===== src/rtl/gate_ctrl_if.sv =====
// Measurement handshake between the frequency-meter sequencer and the
// gate-window controller: run request and range select in, gate level,
// counter clear, latch strobe and status out.
interface gate_ctrl_if;
   logic       RUN;
   logic [1:0] RANGE;
   logic       GATE;
   logic       CNT_nCLR;
   logic       LATCH;
   logic       BUSY;
   logic [1:0] RANGE_Q;

   // Sequencer side: requests measurements, observes the strobes.
   modport master (
      output RUN, RANGE,
      input  GATE, CNT_nCLR, LATCH, BUSY, RANGE_Q
   );

   // Controller side.
   modport slave (
      input  RUN, RANGE,
      output GATE, CNT_nCLR, LATCH, BUSY, RANGE_Q
   );
endinterface


===== src/rtl/gate_ctrl.sv =====
// Gate-window controller. Each measurement runs
// clear (2 cycles) -> gate open (G cycles) -> settle -> latch (1 cycle),
// where G = MS_TICKS x {1000,100,10,1}[RANGE_Q]. Every output comes
// straight from a flop so the enable flop and counters see glitch-free
// levels; the async reset drops GATE without waiting for CLK.
module gate_ctrl #(
   parameter int unsigned MS_TICKS   = 50000,
   parameter int unsigned SETTLE_CYC = 4
) (
   input  logic         CLK,
   input  logic         nCLR,
   gate_ctrl_if.slave   bus
);

   typedef enum logic [2:0] {
      S_IDLE,
      S_CLEAR,
      S_GATE,
      S_SETTLE,
      S_LATCH
   } state_t;

   localparam logic [31:0] CLEAR_LAST  = 32'd1;
   localparam logic [31:0] SETTLE_LAST = 32'(SETTLE_CYC - 1);

   state_t      state_q, state_d;
   logic [31:0] tick_q, tick_d;
   logic [1:0]  range_sel_q, range_sel_d;
   logic        gate_q, gate_d;
   logic        cnt_nclr_q, cnt_nclr_d;
   logic        latch_q, latch_d;
   logic        busy_q, busy_d;

   // Gate lengths per range, full 32-bit products of constants.
   logic [31:0] g_term [4];
   logic [31:0] g_last;

   generate
      for (genvar gi = 0; gi < 4; gi++) begin : g_gate_len
         localparam int unsigned DECADE = (gi == 0) ? 1000 :
                                          (gi == 1) ? 100  :
                                          (gi == 2) ? 10   : 1;
         assign g_term[gi] = 32'(MS_TICKS * DECADE);
      end
   endgenerate

   assign g_last = g_term[range_sel_q] - 32'd1;

   // Next-state, tick reload on every state change, and output decode
   // from the next state so the outputs can be registered.
   always_comb begin
      state_d     = state_q;
      tick_d      = tick_q + 32'd1;
      range_sel_d = range_sel_q;
      case (state_q)
         S_IDLE: begin
            tick_d = '0;
            if (bus.RUN) begin
               state_d     = S_CLEAR;
               range_sel_d = bus.RANGE;
            end
         end
         S_CLEAR: begin
            if (tick_q == CLEAR_LAST) begin
               state_d = S_GATE;
               tick_d  = '0;
            end
         end
         S_GATE: begin
            if (tick_q == g_last) begin
               state_d = S_SETTLE;
               tick_d  = '0;
            end
         end
         S_SETTLE: begin
            if (tick_q == SETTLE_LAST) begin
               state_d = S_LATCH;
               tick_d  = '0;
            end
         end
         S_LATCH: begin
            tick_d = '0;
            if (bus.RUN) begin
               state_d     = S_CLEAR;
               range_sel_d = bus.RANGE;
            end else begin
               state_d = S_IDLE;
            end
         end
         default: begin
            state_d = S_IDLE;
            tick_d  = '0;
         end
      endcase
      gate_d     = (state_d == S_GATE);
      cnt_nclr_d = (state_d != S_CLEAR);
      latch_d    = (state_d == S_LATCH);
      busy_d     = (state_d != S_IDLE);
   end

   // State, counter and output registers; nCLR kills everything at once.
   always_ff @(posedge CLK or negedge nCLR) begin
      if (!nCLR) begin
         state_q     <= S_IDLE;
         tick_q      <= '0;
         range_sel_q <= '0;
         gate_q      <= 1'b0;
         cnt_nclr_q  <= 1'b1;
         latch_q     <= 1'b0;
         busy_q      <= 1'b0;
      end else begin
         state_q     <= state_d;
         tick_q      <= tick_d;
         range_sel_q <= range_sel_d;
         gate_q      <= gate_d;
         cnt_nclr_q  <= cnt_nclr_d;
         latch_q     <= latch_d;
         busy_q      <= busy_d;
      end
   end

   assign bus.GATE     = gate_q;
   assign bus.CNT_nCLR = cnt_nclr_q;
   assign bus.LATCH    = latch_q;
   assign bus.BUSY     = busy_q;
   assign bus.RANGE_Q  = range_sel_q;

endmodule

===== src/flat_wrapper.sv =====
// flat-port wrapper written by rule: the top's interface ports become plain ports
module gate_ctrl_flat 
#(
   parameter int unsigned MS_TICKS   = 50000,
   parameter int unsigned SETTLE_CYC = 4
)
  (CLK, nCLR, bus_RUN, bus_RANGE, bus_GATE, bus_CNT_nCLR, bus_LATCH, bus_BUSY, bus_RANGE_Q);
  gate_ctrl_if bus_i ();
  input  logic CLK;
  input  logic nCLR;
  input wire logic [$bits(bus_i.RUN)-1:0] bus_RUN;
  input wire logic [$bits(bus_i.RANGE)-1:0] bus_RANGE;
  output wire logic [$bits(bus_i.GATE)-1:0] bus_GATE;
  output wire logic [$bits(bus_i.CNT_nCLR)-1:0] bus_CNT_nCLR;
  output wire logic [$bits(bus_i.LATCH)-1:0] bus_LATCH;
  output wire logic [$bits(bus_i.BUSY)-1:0] bus_BUSY;
  output wire logic [$bits(bus_i.RANGE_Q)-1:0] bus_RANGE_Q;
  assign bus_i.RUN = bus_RUN;
  assign bus_i.RANGE = bus_RANGE;
  assign bus_GATE = bus_i.GATE;
  assign bus_CNT_nCLR = bus_i.CNT_nCLR;
  assign bus_LATCH = bus_i.LATCH;
  assign bus_BUSY = bus_i.BUSY;
  assign bus_RANGE_Q = bus_i.RANGE_Q;
  gate_ctrl #(.MS_TICKS(MS_TICKS), .SETTLE_CYC(SETTLE_CYC)) u_core (.CLK(CLK), .nCLR(nCLR), .bus(bus_i));
endmodule

===== config.mk =====
export PLATFORM = sky130hd
export DESIGN_NAME = gate_ctrl_flat
export DESIGN_NICKNAME = d
export VERILOG_FILES = /design/src/rtl/gate_ctrl_if.sv /design/src/rtl/gate_ctrl.sv /design/src/flat_wrapper.sv
export SDC_FILE = /design/constraint.sdc
export NUM_CORES = 1
export LEC_CHECK = 0
export CAP_MARGIN = 30
export CORE_UTILIZATION = 30
export CTS_CLUSTER_DIAMETER = 120
export DETAILED_ROUTE_END_ITERATION = 10
export PLACE_DENSITY_LB_ADDON = 0.12
export SETUP_SLACK_MARGIN = 0.02
export SYNTH_ARGS = -nofsm -noshare
export SYNTH_HDL_FRONTEND = slang
export SYNTH_SLANG_ARGS = --single-unit

===== constraint.sdc =====
create_clock -name CLK -period 3.8 [get_ports CLK]
set_clock_uncertainty 0.2 [all_clocks]
set_input_delay 0.57 -clock CLK [delete_from_list [all_inputs] [get_ports CLK]]
set_output_delay 0.57 -clock CLK [all_outputs]
set_load 0.02 [all_outputs]

==> impl_metrics.xml, run 1 <==
<?xml version="1.0" encoding="UTF-8"?>
<metrics>
  <group name="route">
    <metric name="post-route-drc-count" unit="">0</metric>
    <metric name="drtPass1Iterations" unit="">4</metric>
    <metric name="viasPerCell" unit="">4.894</metric>
    <metric name="route.antenna.remaining_nets" unit="">0</metric>
    <metric name="initial_detailed_routing_violation_count" unit="">74</metric>
    <metric name="detailroute.via_count" unit="">1801</metric>
    <metric name="wl_per_cell" unit="um">15.67</metric>
    <metric name="wl" unit="mm">5.766</metric>
  </group>
  <group name="synthesis">
    <metric name="ys_top_cells_by_count" unit="">sky130_fd_sc_hd__dfrtp_1, sky130_fd_sc_hd__a21oi_2, sky130_fd_sc_hd__xor2_1</metric>
    <metric name="most_frequently_used_flop_master_after_synthesis" unit="">sky130_fd_sc_hd__dfrtp_1</metric>
    <metric name="synth_area" unit="mm^2">0.002572</metric>
    <metric name="synthDistinctLibCells" unit="">39</metric>
    <metric name="synth-seq-area-share" unit="%">39.93</metric>
    <metric name="post-synth-top-area-fraction" unit="%">38.91</metric>
    <metric name="asyncSetResetFlopFracSynth" unit="%">100.0</metric>
    <metric name="syn-mean-instance-area" unit="um^2">10.21</metric>
    <metric name="syn-num-nets" unit="">267</metric>
    <metric name="syn_inst" unit="">252</metric>
    <metric name="synth_top_area_cell" unit="">sky130_fd_sc_hd__dfrtp_1</metric>
    <metric name="synth-warning-count" unit="">0</metric>
    <metric name="synth-edff-count" unit="">0</metric>
    <metric name="synth_top_cells_by_area" unit="">sky130_fd_sc_hd__dfrtp_1, sky130_fd_sc_hd__a21oi_2, sky130_fd_sc_hd__xor2_1</metric>
    <metric name="synth_register_bits" unit="">41</metric>
    <metric name="synth.most_common_cell" unit="">sky130_fd_sc_hd__dfrtp_1</metric>
  </group>
  <group name="global_route">
    <metric name="groute.usage.overall" unit="%">14.54</metric>
    <metric name="antenna_found_initial" unit="">0</metric>
    <metric name="grt_max_degree" unit="">33</metric>
    <metric name="global_route.overflow_total" unit="">0</metric>
    <metric name="first_global_vias" unit="">1763</metric>
    <metric name="grt_pass1_wl" unit="mm">9.729</metric>
  </group>
  <group name="die">
    <metric name="ioPinCount" unit="">11</metric>
    <metric name="die-width" unit="um">94.60</metric>
    <metric name="rows" unit="">33</metric>
    <metric name="effective_utilization_at_floorplan" unit="%">31.15</metric>
    <metric name="core_region_area" unit="mm^2">0.008258</metric>
    <metric name="die_h" unit="um">94.60</metric>
    <metric name="die_area" unit="mm^2">0.008949</metric>
  </group>
  <group name="placed_design">
    <metric name="post_dp_cell_area" unit="mm^2">0.002761</metric>
    <metric name="dpl.hpwl" unit="mm">4.063</metric>
    <metric name="globalplace.congestion" unit="">0.7387</metric>
    <metric name="pre_cts_ws" unit="ns">0.7549</metric>
    <metric name="port_buffers" unit="">10</metric>
  </group>
  <group name="clock_network">
    <metric name="cts_max_level" unit="">2</metric>
    <metric name="cts.reportedPaths.clkPinSlew" unit="ns">0.08</metric>
    <metric name="root_buffer" unit="">sky130_fd_sc_hd__clkbuf_8</metric>
    <metric name="cts-root-to-sink-buffers" unit="">2</metric>
    <metric name="cts_tree" unit="">done</metric>
    <metric name="clock_insertion_delay_worst_skew" unit="ns">0.29</metric>
    <metric name="cts_buffers" unit="">5</metric>
    <metric name="clock_sink_count" unit="">41</metric>
    <metric name="post-cts-setup-buffer-count" unit="">0</metric>
  </group>
  <group name="critical_path">
    <metric name="critPathCaptureType" unit="">register</metric>
    <metric name="crit_arrival" unit="ns">2.98</metric>
    <metric name="critical_setup_path_class" unit="">register to register</metric>
    <metric name="timing.critical_path.slowest_stage_cell" unit="">sky130_fd_sc_hd__or4_4</metric>
    <metric name="critical_path.startpoint_type" unit="">register</metric>
    <metric name="most_repeated_library_cell_on_the_critical_path" unit="">sky130_fd_sc_hd__or4_4</metric>
    <metric name="critical_path.cell_chain" unit="">or4_4, or4_4, o41ai_4, o22a_4, a21oi_1</metric>
    <metric name="crit_fanout" unit="">32</metric>
    <metric name="cpPeakStageDelay" unit="ns">0.60</metric>
    <metric name="critPathRequiredTime" unit="ns">3.75</metric>
  </group>
  <group name="power">
    <metric name="pwr_density_cell" unit="mW/mm^2">540.8</metric>
    <metric name="irDropWorstVdd" unit="uV">261.0</metric>
    <metric name="power.leakage" unit="uW">0.001145</metric>
  </group>
  <group name="finish">
    <metric name="layout.cell_area.non_filler" unit="mm^2">0.002873</metric>
    <metric name="layout_area_overhead" unit="%">11.67</metric>
    <metric name="share_of_layout_cells_above_drive_strength_1" unit="%">22.05</metric>
    <metric name="num_antenna_cells" unit="">0</metric>
    <metric name="final_net_count" unit="">277</metric>
  </group>
  <group name="sta">
    <metric name="worst_slack" unit="ns">0.7636</metric>
    <metric name="achievable-frequency" unit="MHz">329.3</metric>
    <metric name="tightestPinTransition" unit="ns">0.5916</metric>
    <metric name="timing.final.crit_share" unit="%">79.90</metric>
    <metric name="grt_setup_unrepaired" unit="">no</metric>
    <metric name="fin_worst_hold_slack" unit="ns">0.3140</metric>
    <metric name="report.final.slew_viol_count" unit="">0</metric>
    <metric name="setup_total_negative_slack" unit="ns">0</metric>
    <metric name="finalWorstPathRequiredPeriod" unit="ns">3.036</metric>
    <metric name="hold_violations" unit="">0</metric>
    <metric name="slew-limit-headroom" unit="%">60.56</metric>
    <metric name="number_of_endpoints_failing_setup_at_the_final_stage" unit="">0</metric>
  </group>
  <group name="hold_path">
    <metric name="holdCritPathClass" unit="">register to register</metric>
  </group>
  <group name="run_status">
    <metric name="run_status" unit="">finished, final reports clean</metric>
  </group>
  <group name="flow_run">
    <metric name="maxCapViolCount" unit="">0</metric>
  </group>
</metrics>
==> path summary, 6_finish.rpt <==
| path | cells past startpoint | slack (ns) | to | start |
|---|---|---|---|---|
| hold reg to reg | 1 | 0.31 | u_core.tick_q[0]$_DFF_PN0_ | u_core.tick_q[0]$_DFF_PN0_ |
| setup reg to reg | 5 | 0.76 | u_core.tick_q[13]$_DFF_PN0_ | u_core.tick_q[29]$_DFF_PN0_ |
| hold / removal | 1 | 0.31 | u_core.tick_q[0]$_DFF_PN0_ | u_core.tick_q[0]$_DFF_PN0_ |
| min in group asynchronous | 2 | 0.53 | u_core.tick_q[6]$_DFF_PN0_ | nCLR |
| setup / recovery | 5 | 0.76 | u_core.tick_q[13]$_DFF_PN0_ | u_core.tick_q[29]$_DFF_PN0_ |
| max in group asynchronous | 3 | 2.33 | u_core.bus.CNT_nCLR$_DFF_PN1_ | nCLR |
==> kinds of logic after synthesis <==
logic type / synth area share, %
AOI/OAI and AO/OA: 15.42
xor gates and xnor gates: 13.62
DFF: 39.93
adders and majority gates: 4.864
and+or+nand+nor: 20.72
buffers and inverters: 5.447
==> report_power, final <==
group / switching (uW) / internal [uW]
combinational: 451 / 241
sequential: 60.2 / 488
clock: 150 / 164
total: 660 / 893
==> area by class of cell <==
class / count / area, um^2
fill: 875 / 5385
sequential: 41 / 1027
timing repair buffer: 16 / 155.1
multi-input combinational: 187 / 1416
tap: 105 / 131.4
clock buffer: 7 / 96.34
clock inverter: 1 / 5.005
inverter: 11 / 41.29
==> state kept, by name (all words and copies together) (netlist names) <==
| name | flops |
|---|---|
| u_core.tick_q | 32 |
| u_core.state_q | 3 |
| u_core.bus.RANGE_Q | 2 |
| u_core.bus.BUSY | 1 |
| u_core.bus.CNT_nCLR | 1 |
| u_core.bus.GATE | 1 |
| u_core.bus.LATCH | 1 |
==> layer usage <==
metal	global-route usage, %	part of all wire (%)	vias to the layer above
met4	3.409	0.61	0
li1	-	-	910
met2	21.58	45	13
met3	3.865	1.5	2
met5	0	0	-
met1	20.88	53	876
==> repair_timing <==
action / CTS / global route
gates resized for setup: 0 / 0
endpoints found under the hold margin: 13 / 0
hold buffers: 1 / 0
==> worst max-delay path: cells and delay by family, from the launching register on <==
family,cells,cell delay [ns]
flops,1,0.41
simple gates,2,1.16
compound gates,3,1.12
==> placed cells by master (no fill, tap or decap), types with 7 or more instances in the layout <==
master                            count
sky130_fd_sc_hd__a21oi_2             30
sky130_fd_sc_hd__clkbuf_8             7
sky130_fd_sc_hd__clkdlybuf4s50_1      9
sky130_fd_sc_hd__dfrtp_1             40
sky130_fd_sc_hd__ha_1                10
sky130_fd_sc_hd__inv_1               11
sky130_fd_sc_hd__nand2_1             18
sky130_fd_sc_hd__nand3_1             13
sky130_fd_sc_hd__nand4_1             12
sky130_fd_sc_hd__nor2_1              10
sky130_fd_sc_hd__xnor2_1             12
sky130_fd_sc_hd__xor2_1              28
==> metrics by stage <==
step	power, uW	cells	util [%]
finish	1554	368	34.79
global route	1680	368	34.79
CTS	1590	368	34.79
detailed placement	1261	359	33.44
global placement	1266	358	33.20
floorplan	1165	252	-
(Power assumes the default switching activity.)
==> inputs of run 2 (changes only) <==
==> constraint.sdc (replaced) <==
create_clock -name CLK -period 2.6 [get_ports CLK]
set_clock_uncertainty 0.2 [all_clocks]
set_input_delay 0.39 -clock CLK [delete_from_list [all_inputs] [get_ports CLK]]
set_output_delay 0.39 -clock CLK [all_outputs]
set_load 0.02 [all_outputs]
==> impl_metrics.xml, run 2 (synthesis results as in run 1) <==
<?xml version="1.0" encoding="UTF-8"?>
<metrics>
  <group name="run_status">
    <metric name="run_status" unit="">complete, but fails checks</metric>
    <metric name="violations_in_the_final_reports" unit="">negative setup slack</metric>
  </group>
  <group name="route">
    <metric name="drtPass1Iterations" unit="">4</metric>
    <metric name="detailroute.via_count" unit="">2007</metric>
    <metric name="route.antenna.remaining_nets" unit="">0</metric>
    <metric name="met3RoutedLength" unit="um">228</metric>
    <metric name="viasPerCell" unit="">4.813</metric>
    <metric name="detailroute.wirelength.met2" unit="mm">3.344</metric>
    <metric name="m1_wire_length" unit="mm">3.369</metric>
    <metric name="initial_detailed_routing_violation_count" unit="">87</metric>
    <metric name="wl" unit="mm">6.974</metric>
    <metric name="post-route-drc-count" unit="">0</metric>
    <metric name="wl_per_cell" unit="um">16.72</metric>
    <metric name="top_signal_layer_used" unit="">met4</metric>
  </group>
  <group name="placed_design">
    <metric name="globalplace.congestion" unit="">0.7775</metric>
    <metric name="dpl.hpwl" unit="mm">4.643</metric>
    <metric name="port_buffers" unit="">10</metric>
    <metric name="pre_cts_ws" unit="ns">-0.05088</metric>
    <metric name="post_dp_cell_area" unit="mm^2">0.003080</metric>
  </group>
  <group name="clock_network">
    <metric name="cts_max_level" unit="">2</metric>
    <metric name="cts-root-to-sink-buffers" unit="">2</metric>
    <metric name="cts.reportedPaths.clkPinSlew" unit="ns">0.09</metric>
    <metric name="cts_buffers" unit="">5</metric>
    <metric name="clock_insertion_delay_worst_skew" unit="ns">0.30</metric>
    <metric name="cts_tree" unit="">done</metric>
    <metric name="clock_sink_count" unit="">41</metric>
    <metric name="root_buffer" unit="">sky130_fd_sc_hd__clkbuf_8</metric>
  </group>
  <group name="critical_path">
    <metric name="worst_r2r_path_depth" unit="">6</metric>
    <metric name="critPathRequiredTime" unit="ns">2.58</metric>
    <metric name="critical_setup_path_class" unit="">register to register</metric>
    <metric name="critical_path.startpoint_type" unit="">register</metric>
    <metric name="critPathCaptureType" unit="">register</metric>
    <metric name="r2r-start" unit="">u_core.tick_q[28]$_DFF_PN0_</metric>
    <metric name="worst_r2r_endpoint" unit="">u_core.tick_q[24]$_DFF_PN0_</metric>
    <metric name="crit_fanout" unit="">9</metric>
    <metric name="worst-r2r-setup-slack" unit="ns">-0.02</metric>
    <metric name="crit_arrival" unit="ns">2.60</metric>
  </group>
  <group name="finish">
    <metric name="share_of_layout_cells_above_drive_strength_1" unit="%">38.46</metric>
    <metric name="layout.cell_area.non_filler" unit="mm^2">0.003453</metric>
    <metric name="final_common_cell" unit="">sky130_fd_sc_hd__buf_4</metric>
    <metric name="regMostFlops" unit="">u_core.tick_q</metric>
    <metric name="num_antenna_cells" unit="">0</metric>
    <metric name="final_net_count" unit="">326</metric>
    <metric name="utilization" unit="%">41.82</metric>
    <metric name="largest_reg_flops" unit="">32</metric>
    <metric name="most_used_cells_in_the_layout_excluding_fill_and_tap_cells" unit="">sky130_fd_sc_hd__buf_4, sky130_fd_sc_hd__dfrtp_1, sky130_fd_sc_hd__a21oi_2, sky130_fd_sc_hd__xor2_1, sky130_fd_sc_hd__nand2_1</metric>
    <metric name="layout_area_overhead" unit="%">34.24</metric>
  </group>
  <group name="power">
    <metric name="p_total" unit="uW">3047</metric>
    <metric name="power.leakage" unit="uW">0.001444</metric>
    <metric name="pwr_density_cell" unit="mW/mm^2">882.3</metric>
    <metric name="irDropWorstVdd" unit="uV">301.0</metric>
  </group>
  <group name="global_route">
    <metric name="global_route.overflow_total" unit="">0</metric>
    <metric name="groute.usage.overall" unit="%">16.00</metric>
    <metric name="antenna_found_initial" unit="">0</metric>
    <metric name="first_global_vias" unit="">2022</metric>
    <metric name="grt_max_degree" unit="">33</metric>
    <metric name="grt_pass1_wl" unit="mm">10.59</metric>
  </group>
  <group name="sta">
    <metric name="finalWorstPathRequiredPeriod" unit="ns">2.620</metric>
    <metric name="worst_slack" unit="ns">-0.02026</metric>
    <metric name="tightestPinTransition" unit="ns">0.7115</metric>
    <metric name="slew-limit-headroom" unit="%">52.57</metric>
    <metric name="fin_worst_hold_slack" unit="ns">0.3202</metric>
    <metric name="grt_setup_unrepaired" unit="">yes</metric>
    <metric name="hold_violations" unit="">0</metric>
    <metric name="report.final.slew_viol_count" unit="">0</metric>
    <metric name="timing.final.crit_share" unit="%">100.8</metric>
    <metric name="number_of_endpoints_failing_setup_at_the_final_stage" unit="">21</metric>
    <metric name="achievable-frequency" unit="MHz">381.6</metric>
  </group>
  <group name="hold_path">
    <metric name="min_delay_path_depth" unit="">1</metric>
    <metric name="hold_path_end" unit="">u_core.bus.GATE$_DFF_PN0_</metric>
    <metric name="holdCritPathClass" unit="">register to register</metric>
    <metric name="hp-start" unit="">u_core.state_q[2]$_DFF_PN0_</metric>
  </group>
  <group name="die">
    <metric name="die_h" unit="um">94.60</metric>
    <metric name="core_region_area" unit="mm^2">0.008258</metric>
    <metric name="ioPinCount" unit="">11</metric>
    <metric name="rows" unit="">33</metric>
    <metric name="die_area" unit="mm^2">0.008949</metric>
    <metric name="effective_utilization_at_floorplan" unit="%">31.15</metric>
    <metric name="die-width" unit="um">94.60</metric>
  </group>
  <group name="flow_run">
    <metric name="maxCapViolCount" unit="">0</metric>
  </group>
</metrics>
[run 2: cell count changes in the layout (fill, tap and decap cells not counted), sizes merged]
cell	previous run	this run
clkbuf	7	9
bufinv	0	1
buf	6	52
[run 2: power by group]
| group | internal, uW | switching, uW | total (uW) | leakage [uW] |
|---|---|---|---|---|
| clock network | 286 | 242 | 527 | 0.0000552 |
| registers | 715 | 74.7 | 790 | 0.000555 |
| logic | 849 | 881 | 1730 | 0.000834 |
| total | 1850 | 1200 | 3050 | 0.00144 |
[run 2: routing by layer]
layer	up-vias	global-route usage, %
li1	1004	-
met1	976	22.55
met2	25	25.06
met3	2	3.382
met4	0	3.409
met5	-	0
[run 2: metrics by stage]
stage	TNS (ns)	cells
floorplan	0	252
global placement	-0.8781	398
detailed placement	-0.8628	398
CTS	-0.3033	408
global route	-1.916	417
finish	-0.2359	417
[run 2: layout make-up]
cell class,instances,area [um^2]
Multi-Input combinational cell,187,1508
Tap cell,105,131.4
Timing Repair Buffer,65,634.4
Inverter,11,43.79
Fill cell,824,4805
Clock buffer,6,72.57
Sequential cell,41,1028
Clock inverter,2,35.03
[run 2: critical path, cell delays in order, from the launching register on]
cell                      delay [ns]
sky130_fd_sc_hd__dfrtp_1        0.41
sky130_fd_sc_hd__or4_4          0.54
sky130_fd_sc_hd__or4_4          0.58
sky130_fd_sc_hd__o41ai_4        0.27
sky130_fd_sc_hd__o22a_4         0.29
sky130_fd_sc_hd__buf_12         0.16
sky130_fd_sc_hd__a21oi_2        0.06
[run 2: what timing repair did]
action | in CTS | in global routing
gates cloned | 0 | 4
gates resized for setup | 5 | 23
endpoints found under the setup margin | 33 | 35
endpoints found under the hold margin | 26 | 0
hold buffers | 1 | 0
buffers inserted | 1 | 5
pin swaps | 9 | 18
[run 2: how the worst max path moves through the flow]
stage	slack (ns)	to	startpoint
2_1_floorplan	0.004	u_core.tick_q[0]$_DFF_PN0_	u_core.tick_q[31]$_DFF_PN0_
3_3_place_gp	-0.05	u_core.tick_q[6]$_DFF_PN0_	u_core.tick_q[31]$_DFF_PN0_
3_5_place_dp	-0.05	u_core.tick_q[7]$_DFF_PN0_	u_core.tick_q[31]$_DFF_PN0_
4_1_cts	-0.03	u_core.tick_q[13]$_DFF_PN0_	u_core.tick_q[10]$_DFF_PN0_
5_1_grt	-0.08	u_core.tick_q[22]$_DFF_PN0_	u_core.tick_q[28]$_DFF_PN0_
6_report	-0.02	u_core.tick_q[24]$_DFF_PN0_	u_core.tick_q[28]$_DFF_PN0_
==> inputs of run 3 (changes only) <==
--- a/config.mk
+++ b/config.mk
@@ -10,7 +10,7 @@
 export CTS_CLUSTER_DIAMETER = 120
 export DETAILED_ROUTE_END_ITERATION = 10
 export PLACE_DENSITY_LB_ADDON = 0.12
-export SETUP_SLACK_MARGIN = 0.02
+export SETUP_SLACK_MARGIN = 0.05
 export SYNTH_ARGS = -nofsm -noshare
 export SYNTH_HDL_FRONTEND = slang
 export SYNTH_SLANG_ARGS = --single-unit
==> impl_metrics.xml, run 3 (synthesis results as in run 1) <==
<?xml version="1.0" encoding="UTF-8"?>
<metrics>
  <group name="run_status">
    <metric name="run_status" unit="">complete, but fails checks</metric>
    <metric name="violations_in_the_final_reports" unit="">negative setup slack</metric>
  </group>
  <group name="sta">
    <metric name="timing.final.crit_share" unit="%">100.8</metric>
    <metric name="report.final.slew_viol_count" unit="">0</metric>
    <metric name="tightestPinTransition" unit="ns">0.7167</metric>
    <metric name="slew-limit-headroom" unit="%">52.22</metric>
    <metric name="grt_setup_unrepaired" unit="">yes</metric>
    <metric name="worst_slack" unit="ns">-0.01996</metric>
    <metric name="number_of_endpoints_failing_setup_at_the_final_stage" unit="">17</metric>
    <metric name="achievable-frequency" unit="MHz">381.7</metric>
    <metric name="hold_violations" unit="">0</metric>
    <metric name="fin_worst_hold_slack" unit="ns">0.3196</metric>
    <metric name="finalWorstPathRequiredPeriod" unit="ns">2.620</metric>
  </group>
  <group name="global_route">
    <metric name="antenna_found_initial" unit="">0</metric>
    <metric name="first_global_vias" unit="">2022</metric>
    <metric name="global_route.overflow_total" unit="">0</metric>
    <metric name="groute.usage.overall" unit="%">16.00</metric>
    <metric name="grt_max_degree" unit="">33</metric>
    <metric name="grt_pass1_wl" unit="mm">10.59</metric>
  </group>
  <group name="route">
    <metric name="post-route-drc-count" unit="">0</metric>
    <metric name="route.antenna.remaining_nets" unit="">0</metric>
    <metric name="drtPass1Iterations" unit="">4</metric>
    <metric name="detailroute.via_count" unit="">2025</metric>
    <metric name="initial_detailed_routing_violation_count" unit="">69</metric>
    <metric name="wl_per_cell" unit="um">16.73</metric>
    <metric name="wl" unit="mm">6.978</metric>
    <metric name="viasPerCell" unit="">4.856</metric>
  </group>
  <group name="placed_design">
    <metric name="dpl.hpwl" unit="mm">4.643</metric>
    <metric name="post_dp_cell_area" unit="mm^2">0.003080</metric>
    <metric name="placed_cells_incl_taps" unit="">398</metric>
    <metric name="globalplace.congestion" unit="">0.7775</metric>
    <metric name="port_buffers" unit="">10</metric>
  </group>
  <group name="die">
    <metric name="core_region_area" unit="mm^2">0.008258</metric>
    <metric name="rows" unit="">33</metric>
    <metric name="die-width" unit="um">94.60</metric>
    <metric name="die_area" unit="mm^2">0.008949</metric>
    <metric name="ioPinCount" unit="">11</metric>
    <metric name="effective_utilization_at_floorplan" unit="%">31.15</metric>
    <metric name="die_h" unit="um">94.60</metric>
  </group>
  <group name="clock_network">
    <metric name="cts.reportedPaths.clkPinSlew" unit="ns">0.09</metric>
    <metric name="cts-root-to-sink-buffers" unit="">2</metric>
    <metric name="cts_buffers" unit="">5</metric>
    <metric name="cts_tree" unit="">done</metric>
    <metric name="clock_insertion_delay_worst_skew" unit="ns">0.30</metric>
    <metric name="cts_max_level" unit="">2</metric>
    <metric name="clock_sink_count" unit="">41</metric>
    <metric name="root_buffer" unit="">sky130_fd_sc_hd__clkbuf_8</metric>
  </group>
  <group name="finish">
    <metric name="most_used_cells_in_the_layout_excluding_fill_and_tap_cells" unit="">sky130_fd_sc_hd__buf_4, sky130_fd_sc_hd__dfrtp_1, sky130_fd_sc_hd__a21oi_2, sky130_fd_sc_hd__xor2_1, sky130_fd_sc_hd__nand2_1</metric>
    <metric name="final_net_count" unit="">326</metric>
    <metric name="layout_area_overhead" unit="%">33.95</metric>
    <metric name="final_cells" unit="">417</metric>
    <metric name="utilization" unit="%">41.73</metric>
    <metric name="largest_reg_flops" unit="">32</metric>
    <metric name="layout.cell_area.non_filler" unit="mm^2">0.003446</metric>
    <metric name="share_of_layout_cells_above_drive_strength_1" unit="%">38.46</metric>
    <metric name="num_antenna_cells" unit="">0</metric>
    <metric name="final_common_cell" unit="">sky130_fd_sc_hd__buf_4</metric>
    <metric name="regMostFlops" unit="">u_core.tick_q</metric>
  </group>
  <group name="power">
    <metric name="irDropWorstVdd" unit="uV">294.0</metric>
    <metric name="pwr_density_cell" unit="mW/mm^2">882.0</metric>
    <metric name="power.leakage" unit="uW">0.001443</metric>
    <metric name="p_total" unit="uW">3039</metric>
  </group>
  <group name="critical_path">
    <metric name="crit_fanout" unit="">6</metric>
    <metric name="critical_setup_path_class" unit="">register to register</metric>
    <metric name="critPathRequiredTime" unit="ns">2.59</metric>
    <metric name="critPathCaptureType" unit="">register</metric>
    <metric name="critical_path.startpoint_type" unit="">register</metric>
    <metric name="crit_arrival" unit="ns">2.61</metric>
  </group>
  <group name="hold_path">
    <metric name="holdCritPathClass" unit="">register to register</metric>
  </group>
  <group name="flow_run">
    <metric name="maxCapViolCount" unit="">0</metric>
  </group>
</metrics>
## run 3: cell counts in the layout (fill, tap and decap cells not counted)
Identical to the previous run, type by type.
## run 3: area by class of cell
| cell class | instances | area, um^2 |
|---|---|---|
| clock buffers | 6 | 72.57 |
| fillers | 826 | 4812 |
| multi-input cells | 187 | 1500 |
| repair buffers | 65 | 634.4 |
| well taps | 105 | 131.4 |
| inverters | 11 | 43.79 |
| flip-flops and latches | 41 | 1028 |
| clock inverters | 2 | 35.03 |
## run 3: stage by stage
stage / setup TNS (ns) / setup WS, ns
3_5_place_dp: -0.8628 / -0.05088
2_1_floorplan: 0 / 0.003629
5_1_grt: -2.039 / -0.07695
6_report: -0.2054 / -0.01996
3_3_place_gp: -0.8781 / -0.05160
4_1_cts: -0.3710 / -0.03577
## run 3: path summary, 6_finish.rpt
kind	from	endpoint	slack, ns	cells past startpoint
setup / recovery	u_core.tick_q[28]$_DFF_PN0_	u_core.tick_q[16]$_DFF_PN0_	-0.02	6
hold / removal	u_core.state_q[2]$_DFF_PN0_	u_core.bus.GATE$_DFF_PN0_	0.32	1
setup reg to reg	u_core.tick_q[28]$_DFF_PN0_	u_core.tick_q[16]$_DFF_PN0_	-0.02	6
hold reg to reg	u_core.state_q[2]$_DFF_PN0_	u_core.bus.GATE$_DFF_PN0_	0.32	1
max in group asynchronous	nCLR	u_core.tick_q[29]$_DFF_PN0_	1.05	3
min in group asynchronous	nCLR	u_core.tick_q[6]$_DFF_PN0_	0.46	2
## run 3: metal layers
layer	vias to the layer above	global-route usage (%)	wire length, um
met2	22	24.94	3303
met3	4	3.382	187
met5	-	0	0
met1	996	22.65	3434
met4	0	3.409	52
li1	1003	-	-
## run 3: report_power, final
| part | leakage (uW) | switching (uW) | internal, uW |
|---|---|---|---|
| Clock | 0.0000552 | 241 | 286 |
| Combinational | 0.000834 | 875 | 848 |
| Sequential | 0.000555 | 74.5 | 715 |
## run 3: timing repair
action / in CTS / in global routing
hold buffers: 1 / 0
pin swaps: 3 / 23
gates resized for setup: 5 / 22
hold endpoints to repair: 26 / 0
cloned: 0 / 4
setup buffers: 1 / 5
endpoints found under the setup margin: 33 / 35
## run 3: worst max-delay path, stage by stage, from the launching register on
cell                        delay, ns
sky130_fd_sc_hd__dfrtp_1         0.41
sky130_fd_sc_hd__or4_4           0.54
sky130_fd_sc_hd__or4_4           0.57
sky130_fd_sc_hd__o41ai_4         0.27
sky130_fd_sc_hd__o22a_4          0.29
sky130_fd_sc_hd__clkbuf_16       0.18
sky130_fd_sc_hd__a21oi_2         0.05
